File: config.mk
export PLATFORM = sky130hd
export DESIGN_NAME = alu_8x8_p
export DESIGN_NICKNAME = d
export VERILOG_FILES = /design/src/rtl/alu8x8_pkg.sv /design/src/rtl/alu8x8_mul.sv /design/src/rtl/alu_8x8_p.sv
export SDC_FILE = /design/constraint.sdc
export NUM_CORES = 1
export LEC_CHECK = 0
export ABC_AREA = 1
export CORE_ASPECT_RATIO = 1.25
export CORE_MARGIN = 3
export CORE_UTILIZATION = 60
export DETAILED_ROUTE_END_ITERATION = 8
export DONT_BUFFER_PORTS = 1
export PLACE_DENSITY = 0.76
export SETUP_SLACK_MARGIN = 0.3
export SYNTH_ARGS = -nofsm -noshare
export SYNTH_HDL_FRONTEND = slang
export SYNTH_SLANG_ARGS = --single-unit
File: constraint.sdc
create_clock -name clk -period 5.65 [get_ports clk]
set_clock_uncertainty 0.2 [all_clocks]
set_input_delay 1.13 -clock clk [delete_from_list [all_inputs] [get_ports clk]]
set_output_delay 1.13 -clock clk [all_outputs]
set_load 0.05 [all_outputs]
File: src/rtl/alu8x8_pkg.sv
`default_nettype none
// +----------------------------------------------------------------------+
// | Package : alu8x8_pkg                                                  |
// | Brief   : Opcodes and widths shared by the alu_8x8_p datapath.        |
// | Rev     : 1.0 - initial release                                       |
// +----------------------------------------------------------------------+
package alu8x8_pkg;

  localparam int ALU_W = 8;
  localparam int RES_W = 16;

  typedef enum logic [2:0] {
    OP_ADD = 3'b000,
    OP_SUB = 3'b001,
    OP_MUL = 3'b010,
    OP_AND = 3'b011,
    OP_OR  = 3'b100,
    OP_XOR = 3'b101,
    OP_SHL = 3'b110,
    OP_CMP = 3'b111
  } op_e;

endpackage : alu8x8_pkg
`default_nettype wire

File: src/rtl/alu8x8_mul.sv
`default_nettype none
// +----------------------------------------------------------------------+
// | Module  : alu8x8_mul                                                  |
// | Brief   : Combinational 8x8 shift-and-add multiplier, 16-bit product. |
// |           ALU8X8_P_SIGNED_MUL_EN selects a two's-complement product;  |
// |           otherwise the product is unsigned.                          |
// | Rev     : 1.0 - initial release                                       |
// +----------------------------------------------------------------------+
module alu8x8_mul
  import alu8x8_pkg::*;
(
  input  logic [ALU_W-1:0] a,
  input  logic [ALU_W-1:0] b,
  output logic [RES_W-1:0] p
);

`ifdef ALU8X8_P_SIGNED_MUL_EN
  localparam bit c_signed = 1'b1;
`else
  localparam bit c_signed = 1'b0;
`endif

  logic [RES_W-1:0] w_a_ext;
  logic [RES_W-1:0] w_pp;
  logic [RES_W-1:0] w_acc;

  // In signed mode the multiplicand is sign-extended and the MSB row of b
  // carries weight -128, so it is subtracted instead of added.
  always_comb begin
    w_a_ext = c_signed ? {{(RES_W-ALU_W){a[ALU_W-1]}}, a}
                       : {{(RES_W-ALU_W){1'b0}}, a};
    w_acc   = '0;
    w_pp    = '0;
    for (int i = 0; i < ALU_W; i++) begin
      w_pp = b[i] ? (w_a_ext << i) : '0;
      if (c_signed && (i == ALU_W-1)) begin
        w_acc = w_acc - w_pp;
      end else begin
        w_acc = w_acc + w_pp;
      end
    end
    p = w_acc;
  end

endmodule : alu8x8_mul
`default_nettype wire

File: src/rtl/alu_8x8_p.sv
`default_nettype none
// +----------------------------------------------------------------------+
// | Module  : alu_8x8_p                                                   |
// | Brief   : Registered 8-bit ALU with 16-bit result, 1-cycle latency:   |
// |           add/sub with carry-in, multiply, logic, shift, compare.     |
// |           ALU8X8_P_SIGNED_MUL_EN makes opcode 010 a signed multiply.  |
// | Rev     : 1.0 - initial release                                       |
// +----------------------------------------------------------------------+
module alu_8x8_p
  import alu8x8_pkg::*;
(
  input  logic             clk,
  input  logic             rst,
  input  logic [ALU_W-1:0] a,
  input  logic [ALU_W-1:0] b,
  input  logic             cin,
  input  logic [2:0]       op,
  output logic [RES_W-1:0] res
);

  logic [ALU_W:0]   w_sum;
  logic [ALU_W:0]   w_diff;
  logic [RES_W-1:0] w_prod;
  logic [RES_W-1:0] w_shl;
  logic [RES_W-1:0] w_next;
  logic [RES_W-1:0] r_res;

  alu8x8_mul u_mul (
    .a (a),
    .b (b),
    .p (w_prod)
  );

  // Arithmetic and shift units; bit 8 of the 9-bit diff is the borrow.
  always_comb begin
    w_sum  = {1'b0, a} + {1'b0, b} + {{ALU_W{1'b0}}, cin};
    w_diff = {1'b0, a} - {1'b0, b} - {{ALU_W{1'b0}}, cin};
    w_shl  = {{(RES_W-ALU_W){1'b0}}, a} << b[3:0];
  end

  // Operation select into the result register D-input.
  always_comb begin
    w_next = '0;
    case (op)
      OP_ADD:  w_next = {{(RES_W-ALU_W-1){1'b0}}, w_sum};
      OP_SUB:  w_next = {{(RES_W-ALU_W-1){1'b0}}, w_diff};
      OP_MUL:  w_next = w_prod;
      OP_AND:  w_next = {{(RES_W-ALU_W){1'b0}}, a & b};
      OP_OR:   w_next = {{(RES_W-ALU_W){1'b0}}, a | b};
      OP_XOR:  w_next = {{(RES_W-ALU_W){1'b0}}, a ^ b};
      OP_SHL:  w_next = w_shl;
      OP_CMP:  w_next = {13'b0, (a > b), (a == b), (a < b)};
      default: w_next = '0;
    endcase
  end

  // Result register, loaded every edge; reset wins over any operation.
  always_ff @(posedge clk) begin
    if (rst) begin
      r_res <= '0;
    end else begin
      r_res <= w_next;
    end
  end

  assign res = r_res;

endmodule : alu_8x8_p
`default_nettype wire

==> results.tsv <==
stage	metric	value	unit
layout	fin_cells	770	
power_and_ir_drop	swShare	55.7	%
detailed_routing	wl_per_cell	18.2	microns
critical_path	setup.worst_path.end_class	flip-flop	
timing	whs	0.719	ns
floorplanning	boundaryPins	38	
layout	num_antenna_cells	0	
clock_tree	cts_tree	built	
hold_path	hp-start	rst	
clock_tree	cts_made_buffers	3	
power_and_ir_drop	pwr_density_cell	221	nW/um^2
critical_path	crit_required	5.61	ns
layout	final_core_util	64.4	%
flow_run	cap_violations	0	
synthesis	yosysSeqAreaShare	7.04	%
timing	worst_pin_slew	0.633	ns
timing	tns	0	ns
critical_path	worstSetupStartpointType	input pin	
hold_path	hp-class	in2reg	
timing	rsz0062_at_grt	no	
outcome	outcome	complete, but fails checks	
layout	largest_reg_flops	16	
synthesis	synth_seq_cells	16	
timing	max_freq	201	MHz
floorplanning	core	7150	sq um
outcome	violations	DRC	
synthesis	async_flop_share	0	%
synthesis	synth_cell_types	40	
power_and_ir_drop	p_clk_share	11.6	%
clock_tree	cts_sinks	16	
timing	hold_viol	0	
critical_path	startpoint	a[4]	
detailed_routing	via_count	4470	
placed_design	dp_cells	766	
placed_design	place_congestion	1.05	
synthesis	yosysWarnings	0	
power_and_ir_drop	switchingPower	0.567	mW
power_and_ir_drop	peakVddDrop	0.257	mV
synthesis	syn_area_per_cell	6.53	sq um
detailed_routing	dr.first_iter.drc_count	295	
synthesis	synthAdderAreaFrac	37.8	%
critical_path	cp.arrival	4.93	ns
timing	slew_headroom	57.8	%
power_and_ir_drop	pwr-share-seq	17.3	%
global_routing	grt_max_degree	21	
timing	finalCriticalPeriod	4.97	ns
synthesis	muxShareOfSynthArea	0	%
timing	setup_viol	0	
global_routing	antenna_found_initial	0	
power_and_ir_drop	comb_power_share	71.0	%
layout	layout-drive-gt1-share	2.65	%
synthesis	synth-edff-count	0	
power_and_ir_drop	internal_power	0.451	mW
floorplanning	die_h	103	microns
synthesis	synthXorXnorAreaFrac	0.962	%
detailed_routing	antenna_left	0	
floorplanning	fp.dieW	83.9	microns
clock_tree	htree_num_levels	1	
detailed_routing	drc	1	
clock_tree	clockRootBuffer	clkbuf_8	
clock_tree	cts.clk_slew.worst_paths	0.09	ns
floorplanning	initial_core_util	63.7	%
clock_tree	ctsResizeCount	0	
global_routing	grt_pass1_wl	22500	microns
synthesis	synthesis.nets	832	
detailed_routing	routed_wl	14000	microns
synthesis	yosys.area_share.simple	28.3	%
clock_tree	clockBufferDepth	2	
floorplanning	rows	34	
critical_path	crit_type	in2reg	
global_routing	track_usage	33.5	%
detailed_routing	drtPass1Iterations	7	
synthesis	synth_compound_area_share	10.7	%
clock_tree	ctsHoldBuffers	0	
global_routing	gr-total-overflow	0	
synthesis	yosys.area.top_type	ha_1	
synthesis	syn_area	4550	sq um
layout	nets	816	
synthesis	synthTopCellsByArea	ha_1 20%, fa_1 18%, nand2_1 14%	
layout	area_delta_synth_final	1.18	%
placed_design	hpwlAfterDp	11700	microns
synthesis	synth_top_area_share	19.8	%
critical_path	cp_max_fo	10	
clock_tree	post_cts_buffers	0	
synthesis	synth_top_family_by_area	adder cells	
global_routing	grt_pass1_vias	4430	
timing	worst_slack	0.681	ns
placed_design	dp_slack	0.454	ns
synthesis	synthCells	697	
detailed_routing	viasPerCell	5.81	
floorplanning	die_area	8670	sq um
timing	post-route-period-util	88.0	%
synthesis	synth_top_flop_cell	dfxtp_1	
power_and_ir_drop	p_leak	2.72	nW
placed_design	port_buffers	0	
timing	drv_slew	0	
==> Yosys cell counts (6+ instances only) <==
library cell    n
dfxtp_1        16
clkbuf_1        6
a21oi_1        40
o21ai_0        26
ha_1           72
inv_1         149
fa_1           41
nand2_1       166
nand4_1         6
buf_2          10
nand3_1        55
nor3_1          7
nor2_1         51
==> cell usage in the layout (no fill, tap or decap), drive strengths merged <==
| cell | n |
|---|---|
| xnor2 | 1 |
| a22o | 1 |
| ha | 72 |
| nand4 | 6 |
| dfxtp | 16 |
| a41oi | 1 |
| a31oi | 2 |
| nand2 | 170 |
| clkbuf | 4 |
| o22ai | 4 |
| a21oi | 40 |
| fa | 41 |
| or2 | 5 |
| o21a | 2 |
| nor4 | 1 |
| clkinv | 1 |
| o21bai | 4 |
| o211ai | 3 |
| o21ai | 28 |
| xor2 | 4 |
| a32oi | 1 |
| nand3 | 55 |
| a21o | 1 |
| nor3 | 9 |
| a21boi | 1 |
| inv | 151 |
| nand3b | 2 |
| nor2 | 53 |
| buf | 1 |
==> final cells by class <==
type,instances,area (sq um)
Sequential cell,16,320
Multi-Input combinational cell,507,3540
Timing Repair Buffer,1,7.51
Fill cell,719,2540
Clock buffer,4,55.1
Inverter,152,571
Tap cell,90,113
==> metrics by stage <==
stage               area (sq um)  total power, mW
floorplan                   4550            0.731
global placement            4550            0.870
detailed placement          4550            0.893
CTS                         4610             1.01
global route                4610             1.13
finish                      4610             1.02
==> path summary, 6_finish.rpt <==
kind	end	cells past startpoint
max	res[13]	15
min	res[14]	1
==> power groups by stage <==
stage	Combinational (mW)	Clock, mW	Sequential, mW
6_report	0.723	0.118	0.176
5_1_grt	0.837	0.117	0.177
4_1_cts	0.721	0.116	0.177
3_5_place_dp	0.714	0	0.179
3_3_place_gp	0.691	0	0.179
2_1_floorplan	0.557	0	0.174
==> worst max-delay path, cell delays in order <==
cell     delay [ns]
ha_1           0.26
fa_1           0.54
fa_1           0.54
fa_1           0.54
inv_1          0.06
fa_1           0.55
inv_1          0.05
ha_1           0.35
a21oi_1        0.20
nand2_1        0.11
nand2_1        0.11
nand2_1        0.06
nand2_1        0.05
nand3_1        0.08
a21oi_1        0.29
==> kinds of logic (layout without fill, tap and decap cells) <==
family / after synthesis / after routing
fa+ha+maj: 113 / 113
flops: 16 / 16
simple gates: 301 / 301
xor+xnor: 5 / 5
compound gates: 88 / 88
buf+inv: 174 / 157
==> routing by layer <==
layer / vias to the layer above / global-route usage [%] / wire [microns] / part of all wire, %
li1: 2130 / - / - / -
met1: 2064 / 37.4 / 5130 / 37
met2: 213 / 60.9 / 7010 / 50
met5: - / 0 / 0 / 0
met3: 63 / 2.54 / 820 / 5.9
met4: 0 / 23.6 / 1030 / 7.4
No activity file was read; power rests on OpenSTA's default activity.
